==> src/rtl/game_draw_pkg.sv <==
// Shared draw-path definitions: screen geometry and the scanner state encoding.
package game_draw_pkg;

   localparam int unsigned DRAW_SCREEN_W = 160;
   localparam int unsigned DRAW_SCREEN_H = 120;

   typedef enum logic [1:0] {
      StIdle,
      StScan,
      StDrain,
      StDone
   } draw_state_e;

endpackage

==> src/rtl/draw_delay_line.sv <==
// Enable-gated shift register with synchronous clear; DEPTH=0 is a plain wire.
module draw_delay_line
   import game_draw_pkg::*;
#(
   parameter int unsigned WIDTH = 16,
   parameter int unsigned DEPTH = 1
) (
   input  logic             clk,
   input  logic             reset,
   input  logic             en,
   input  logic [WIDTH-1:0] din,
   output logic [WIDTH-1:0] dout
);

   if (DEPTH == 0) begin : g_pass
      assign dout = din;
   end else begin : g_pipe
      logic [WIDTH-1:0] stage_q [DEPTH];

      always_ff @(posedge clk) begin
         if (reset) begin
            for (int i = 0; i < DEPTH; i++) stage_q[i] <= '0;
         end else if (en) begin
            stage_q[0] <= din;
            for (int i = 1; i < DEPTH; i++) stage_q[i] <= stage_q[i-1];
         end
      end

      assign dout = stage_q[DEPTH-1];
   end

endmodule

==> src/rtl/rect_raster_scanner.sv <==
// Row-major rectangle sweeper for the VGA draw path: emits ROM address now and
// pixel x/y/plot delayed by MEM_LAT enabled cycles so they line up with ROM data.
module rect_raster_scanner
   import game_draw_pkg::*;
#(
   parameter int unsigned X_W      = 8,
   parameter int unsigned Y_W      = 7,
   parameter int unsigned ADDR_W   = 15,
   parameter int unsigned SCREEN_W = DRAW_SCREEN_W,
   parameter int unsigned SCREEN_H = DRAW_SCREEN_H,
   parameter int unsigned MEM_LAT  = 1
) (
   input  logic              clk,
   input  logic              reset,
   input  logic              start,
   input  logic              full,
   input  logic [X_W-1:0]    xOrigin,
   input  logic [Y_W-1:0]    yOrigin,
   input  logic [X_W-1:0]    width,
   input  logic [Y_W-1:0]    height,
   input  logic              ready,
   output logic [ADDR_W-1:0] addr,
   output logic [X_W-1:0]    x,
   output logic [Y_W-1:0]    y,
   output logic              plot,
   output logic              busy,
   output logic              done
);

   localparam int unsigned    DW      = X_W + Y_W + 1;
   localparam logic [X_W:0]   SCR_W_X = SCREEN_W[X_W:0];
   localparam logic [Y_W:0]   SCR_H_Y = SCREEN_H[Y_W:0];
   localparam logic [2:0]     LAT_M1  = (MEM_LAT == 0) ? 3'd0 : 3'(MEM_LAT - 1);

   draw_state_e state_q, state_d;

   logic [X_W-1:0]    org_x_q, org_x_d, w_q, w_d, col_q, col_d;
   logic [Y_W-1:0]    org_y_q, org_y_d, h_q, h_d, row_q, row_d;
   logic [ADDR_W-1:0] addr_q, addr_d;
   logic [2:0]        drain_q, drain_d;

   logic              issue, issue_valid, last_col, last_row;
   logic [X_W:0]      ix;
   logic [Y_W:0]      iy;
   logic [DW-1:0]     dly_in, dly_out;
   logic              plot_raw;

   always_ff @(posedge clk) begin
      if (reset) begin
         state_q <= StIdle;
         org_x_q <= '0;
         org_y_q <= '0;
         w_q     <= '0;
         h_q     <= '0;
         col_q   <= '0;
         row_q   <= '0;
         addr_q  <= '0;
         drain_q <= '0;
      end else begin
         state_q <= state_d;
         org_x_q <= org_x_d;
         org_y_q <= org_y_d;
         w_q     <= w_d;
         h_q     <= h_d;
         col_q   <= col_d;
         row_q   <= row_d;
         addr_q  <= addr_d;
         drain_q <= drain_d;
      end
   end

   assign last_col = (col_q == w_q - X_W'(1));
   assign last_row = (row_q == h_q - Y_W'(1));

   always_comb begin
      state_d = state_q;
      org_x_d = org_x_q;
      org_y_d = org_y_q;
      w_d     = w_q;
      h_d     = h_q;
      col_d   = col_q;
      row_d   = row_q;
      addr_d  = addr_q;
      drain_d = drain_q;
      issue   = 1'b0;

      case (state_q)
         StIdle: begin
            if (start) begin
               col_d   = '0;
               row_d   = '0;
               addr_d  = '0;
               drain_d = '0;
               if (full) begin
                  org_x_d = '0;
                  org_y_d = '0;
                  w_d     = SCR_W_X[X_W-1:0];
                  h_d     = SCR_H_Y[Y_W-1:0];
                  state_d = StScan;
               end else begin
                  org_x_d = xOrigin;
                  org_y_d = yOrigin;
                  w_d     = width;
                  h_d     = height;
                  state_d = (width == '0 || height == '0) ? StDone : StScan;
               end
            end
         end
         StScan: begin
            if (ready) begin
               issue  = 1'b1;
               addr_d = addr_q + ADDR_W'(1);
               if (last_col) begin
                  col_d = '0;
                  if (last_row) state_d = (MEM_LAT == 0) ? StDone : StDrain;
                  else          row_d   = row_q + Y_W'(1);
               end else begin
                  col_d = col_q + X_W'(1);
               end
            end
         end
         StDrain: begin
            // Counts enabled cycles only, so the final pixel still reaches the output.
            if (ready) begin
               if (drain_q == LAT_M1) state_d = StDone;
               else                   drain_d = drain_q + 3'd1;
            end
         end
         StDone:  state_d = StIdle;
         default: state_d = StIdle;
      endcase
   end

   // One extra bit so off-screen coordinates compare correctly instead of wrapping.
   assign ix          = {1'b0, org_x_q} + {1'b0, col_q};
   assign iy          = {1'b0, org_y_q} + {1'b0, row_q};
   assign issue_valid = issue && (ix < SCR_W_X) && (iy < SCR_H_Y);
   assign dly_in      = {ix[X_W-1:0], iy[Y_W-1:0], issue_valid};

   draw_delay_line #(
      .WIDTH (DW),
      .DEPTH (MEM_LAT)
   ) u_delay (
      .clk   (clk),
      .reset (reset),
      .en    (ready),
      .din   (dly_in),
      .dout  (dly_out)
   );

   assign {x, y, plot_raw} = dly_out;
   assign plot = plot_raw && (state_q == StScan || state_q == StDrain);
   assign addr = addr_q;
   assign busy = (state_q != StIdle);
   assign done = (state_q == StDone);

endmodule
==> config.mk <==
export PLATFORM = sky130hd
export DESIGN_NAME = rect_raster_scanner
export DESIGN_NICKNAME = d
export VERILOG_FILES = /design/src/rtl/game_draw_pkg.sv /design/src/rtl/draw_delay_line.sv /design/src/rtl/rect_raster_scanner.sv
export SDC_FILE = /design/constraint.sdc
export NUM_CORES = 1
export LEC_CHECK = 0
export CAP_MARGIN = 40
export CELL_PAD_IN_SITES_DETAIL_PLACEMENT = 1
export CELL_PAD_IN_SITES_GLOBAL_PLACEMENT = 1
export CORE_MARGIN = 3
export CORE_UTILIZATION = 41
export DETAILED_ROUTE_END_ITERATION = 8
export PLACE_DENSITY = 0.92
export SLEW_MARGIN = 40
export SYNTH_ARGS = -nofsm -noshare
export SYNTH_HDL_FRONTEND = slang
export SYNTH_SLANG_ARGS = --single-unit
==> constraint.sdc <==
create_clock -name clk -period 2.8 [get_ports clk]
set_input_delay 0.28 -clock clk [delete_from_list [all_inputs] [get_ports clk]]
set_output_delay 0.28 -clock clk [all_outputs]
set_load 0.01 [all_outputs]
==> out/qor.yml <==
ys.flop_type: "dfxtp_1"
port_buffers: 67
worstHoldPathCells: 2
path_class: "flip-flop to flip-flop"
critPathSlowestCell: "or3_4"
cpPeakStageDelay_ns: 0.45
vias: 3979
synth_area_sq_um: 4590
cp-startpoint: "w_q[0]"
grt_pass1_vias: 4162
pre_cts_slack_ns: 0.151
end_kind: "flip-flop"
total_power_mw: 3.27
die_x_um: 112
cts_tree: "built"
h-tree-depth: 3
cellLeakagePower_nw: 2.01
gp_congestion: 0.848
cts.sinks: 81
drt_iter0_drc: 210
r2r_start: "w_q[0]"
cts_hold_buffers: 0
final_area_sq_um: 5500
antenna_found_initial: 1
min_from: "org_y_q[1]"
fillers: 1270
max_slew_margin_pct: 54.1
area.sequential_sq_um: 1780
remaining_drc_errors: 0
fin_ws_ns: 0.112
clock_path_buffers: 2
row_count: 37
coreArea_sq_um: 10600
dpl.hpwl_um: 9420
layout-drive-gt1-share_pct: 6.64
min_to: "org_y_q[1]"
max-vdd-ir-drop_mv: 0.275
finalCritPeriodShare_pct: 96.0
cap_violations: 0
tightest_slew_ns: 0.685
yosysWarnings: 0
yosysTopAreaCell: "dfxtp_1"
area_growth_pct: 19.9
synth_edf_count: 16
setup_viol: 0
num_antenna_cells: 0
synth_cells: 531
synth_seq_cells: 81
reg2reg_slack_ns: 0.11
finClkSkew_ns: 0.0164
synthDistinctLibCells: 55
drv_slew: 0
yosys-top-cells-area: "dfxtp_1 28%, edfxtp_1 10%, ha_1 7.1%"
cp-start-kind: "flip-flop"
hold_slack_ns: 0.478
hold_path_class: "flip-flop to flip-flop"
placed_area_sq_um: 5290
wl_per_cell_um: 17.5
grt.total_usage_pct: 20.1
ant_nets: 0
io-pin-count: 68
synthDominantCellAreaShare_pct: 28.4
multi_input_area_sq_um: 2490
clk_pin_slew_ns: 0.10
clock_latency_ns: 0.36
syn_avg_cell_area_sq_um: 8.64
max_freq_mhz: 372
final.min_clock_period_ns: 2.69
status: "finished, final reports clean"
critical_path_arrival_ns: 2.93
die-area_sq_um: 12500
first_pass_iters: 4
hold_violations: 0
fin_setup_tns_ns: 0
grt_max_degree: 43
synth_nets: 594
fin_nets: 645
numCtsBuffers: 9
cts_root_buffer: "clkbuf_8"
postSynth.asyncResetShare_pct: 0
worst-path-max-fanout: 11
rr_endpoint: "row_q[5]"
rsz0062_at_grt: "no"
grt_first_pass_wirelength_um: 20600
routed_via_density: 5.50
grt_remaining_overflow: 0
initial_core_util_pct: 43.3
synth_seq_area_share_pct: 38.9
worstPathRequired_ns: 3.04
rr_worst_depth: 8
cp_cell_sequence: "inv_1 > ha_1 > xnor2_1 > a2111oi_2 > nand4_1 > or3_4 > nor3_1 > mux2_2"
wirelength_um: 12700
p_per_area_nw_per_um2: 596
die_h_um: 112
[synth_stat cells (2+ instances only)]
| cell type | instances |
|---|---|
| o21ai_0 | 19 |
| a31oi_1 | 4 |
| clkbuf_1 | 19 |
| nor2b_1 | 9 |
| mux2i_1 | 2 |
| nor3b_1 | 3 |
| o21bai_1 | 2 |
| and2_1 | 4 |
| o21a_1 | 3 |
| a22oi_1 | 2 |
| a21oi_1 | 46 |
| edfxtp_1 | 16 |
| and4_1 | 3 |
| or2_2 | 2 |
| nor3_1 | 21 |
| fa_1 | 2 |
| and3_1 | 6 |
| or4_1 | 2 |
| nand4_1 | 8 |
| nand3_1 | 11 |
| nand2_1 | 47 |
| xnor2_1 | 21 |
| buf_4 | 17 |
| mux2_2 | 2 |
| o211ai_1 | 4 |
| dfxtp_1 | 65 |
| nand2b_1 | 7 |
| nor4_1 | 5 |
| xor2_1 | 21 |
| a21o_1 | 4 |
| nand3b_1 | 25 |
| or3_1 | 8 |
| ha_1 | 26 |
| o311a_1 | 2 |
| nor2_1 | 49 |
| inv_1 | 25 |
[registers in the layout (all words and copies together), names as in the netlist, 3 cells and up]
register	count
w_q	8
u_delay.g_pipe.stage_q	16
row_q	7
org_x_q	8
drain_q	3
h_q	7
org_y_q	7
col_q	8
addr	15
[cell usage in the layout, fill, tap and decap left out, types with 3 or more instances in the layout]
cell and instances:
a21o_1 4, a21oi_1 46, a31oi_1 4, and2_1 4
and3_1 6, and4_1 3, buf_4 11, clkbuf_8 9
clkdlybuf4s50_1 67, dfxtp_1 63, edfxtp_1 16, ha_1 26
inv_1 25, nand2_1 47, nand2b_1 7, nand3_1 11
nand3b_1 25, nand4_1 8, nor2_1 49, nor2b_1 9
nor3_1 21, nor3b_1 3, nor4_1 5, o211ai_1 4
o21a_1 3, o21ai_0 19, or3_1 8, xnor2_1 21
xor2_1 21
[power by group]
part           switching [mW]  internal (mW)  leakage, nW
clock                   0.475          0.420        0.101
sequential             0.0982           1.28        0.706
combinational           0.590          0.409         1.21
total                    1.16           2.11         2.01
[per-layer routing]
metal / up-vias / track usage, % / wire length [um]
met5: - / 0 / 13
met4: 2 / 6.65 / 314
met3: 25 / 4.40 / 592
met2: 95 / 34.5 / 6090
met1: 1916 / 25.2 / 5660
li1: 1941 / - / -
[how the worst max path moves through the flow]
stage                    end  slack, ns  cells past startpoint
floorplan           row_q[4]       0.36                      9
global placement    row_q[5]       0.30                      8
detailed placement  row_q[5]       0.15                      9
CTS                 row_q[5]       0.06                      8
global route        row_q[5]     0.0003                      9
finish              row_q[5]       0.11                      8
[final cells by class]
| type | count | share of cell area, % |
|---|---|---|
| clock inverters | 7 | 1.39 |
| multi-input cells | 387 | 45.4 |
| clock buffers | 9 | 2.25 |
| repair buffers | 78 | 13.7 |
| flip-flops and latches | 81 | 32.5 |
| well taps | 136 | 3.10 |
| inverters | 25 | 1.71 |
[cells by family after synthesis]
group                    synth area share [%]
AND/OR/NAND/NOR                          24.6
AO/OA/AOI/OAI                            12.9
flip-flops                               38.9
buffers and inverters                    6.74
XOR/XNOR                                 8.02
adder cells (fa/ha/maj)                  7.97
multiplexers                            0.928
[what timing repair did]
item | in CTS | in global routing
setup buffers | 0 | 0
endpoints found under the setup margin | 0 | 3
gates resized for setup | 0 | 2
[per-stage QoR]
| stage | cells | util [%] |
|---|---|---|
| after floorplan | 531 | - |
| after global placement | 707 | 49.9 |
| after detailed placement | 707 | 49.9 |
| after CTS | 723 | 51.8 |
| after global routing | 723 | 51.8 |
| final | 723 | 51.8 |
[worst max-delay path, delay by kind of cell (launching register included)]
kind                       cells  cell delay, ns
and+or+nand+nor                3            0.84
DFF                            1            0.39
adders and majority gates      1            0.36
AOI/OAI and AO/OA              1            0.36
muxes                          1            0.36
xor gates and xnor gates       1            0.18
buffers and inverters          1            0.08
Power figures use the tool's default switching activity.
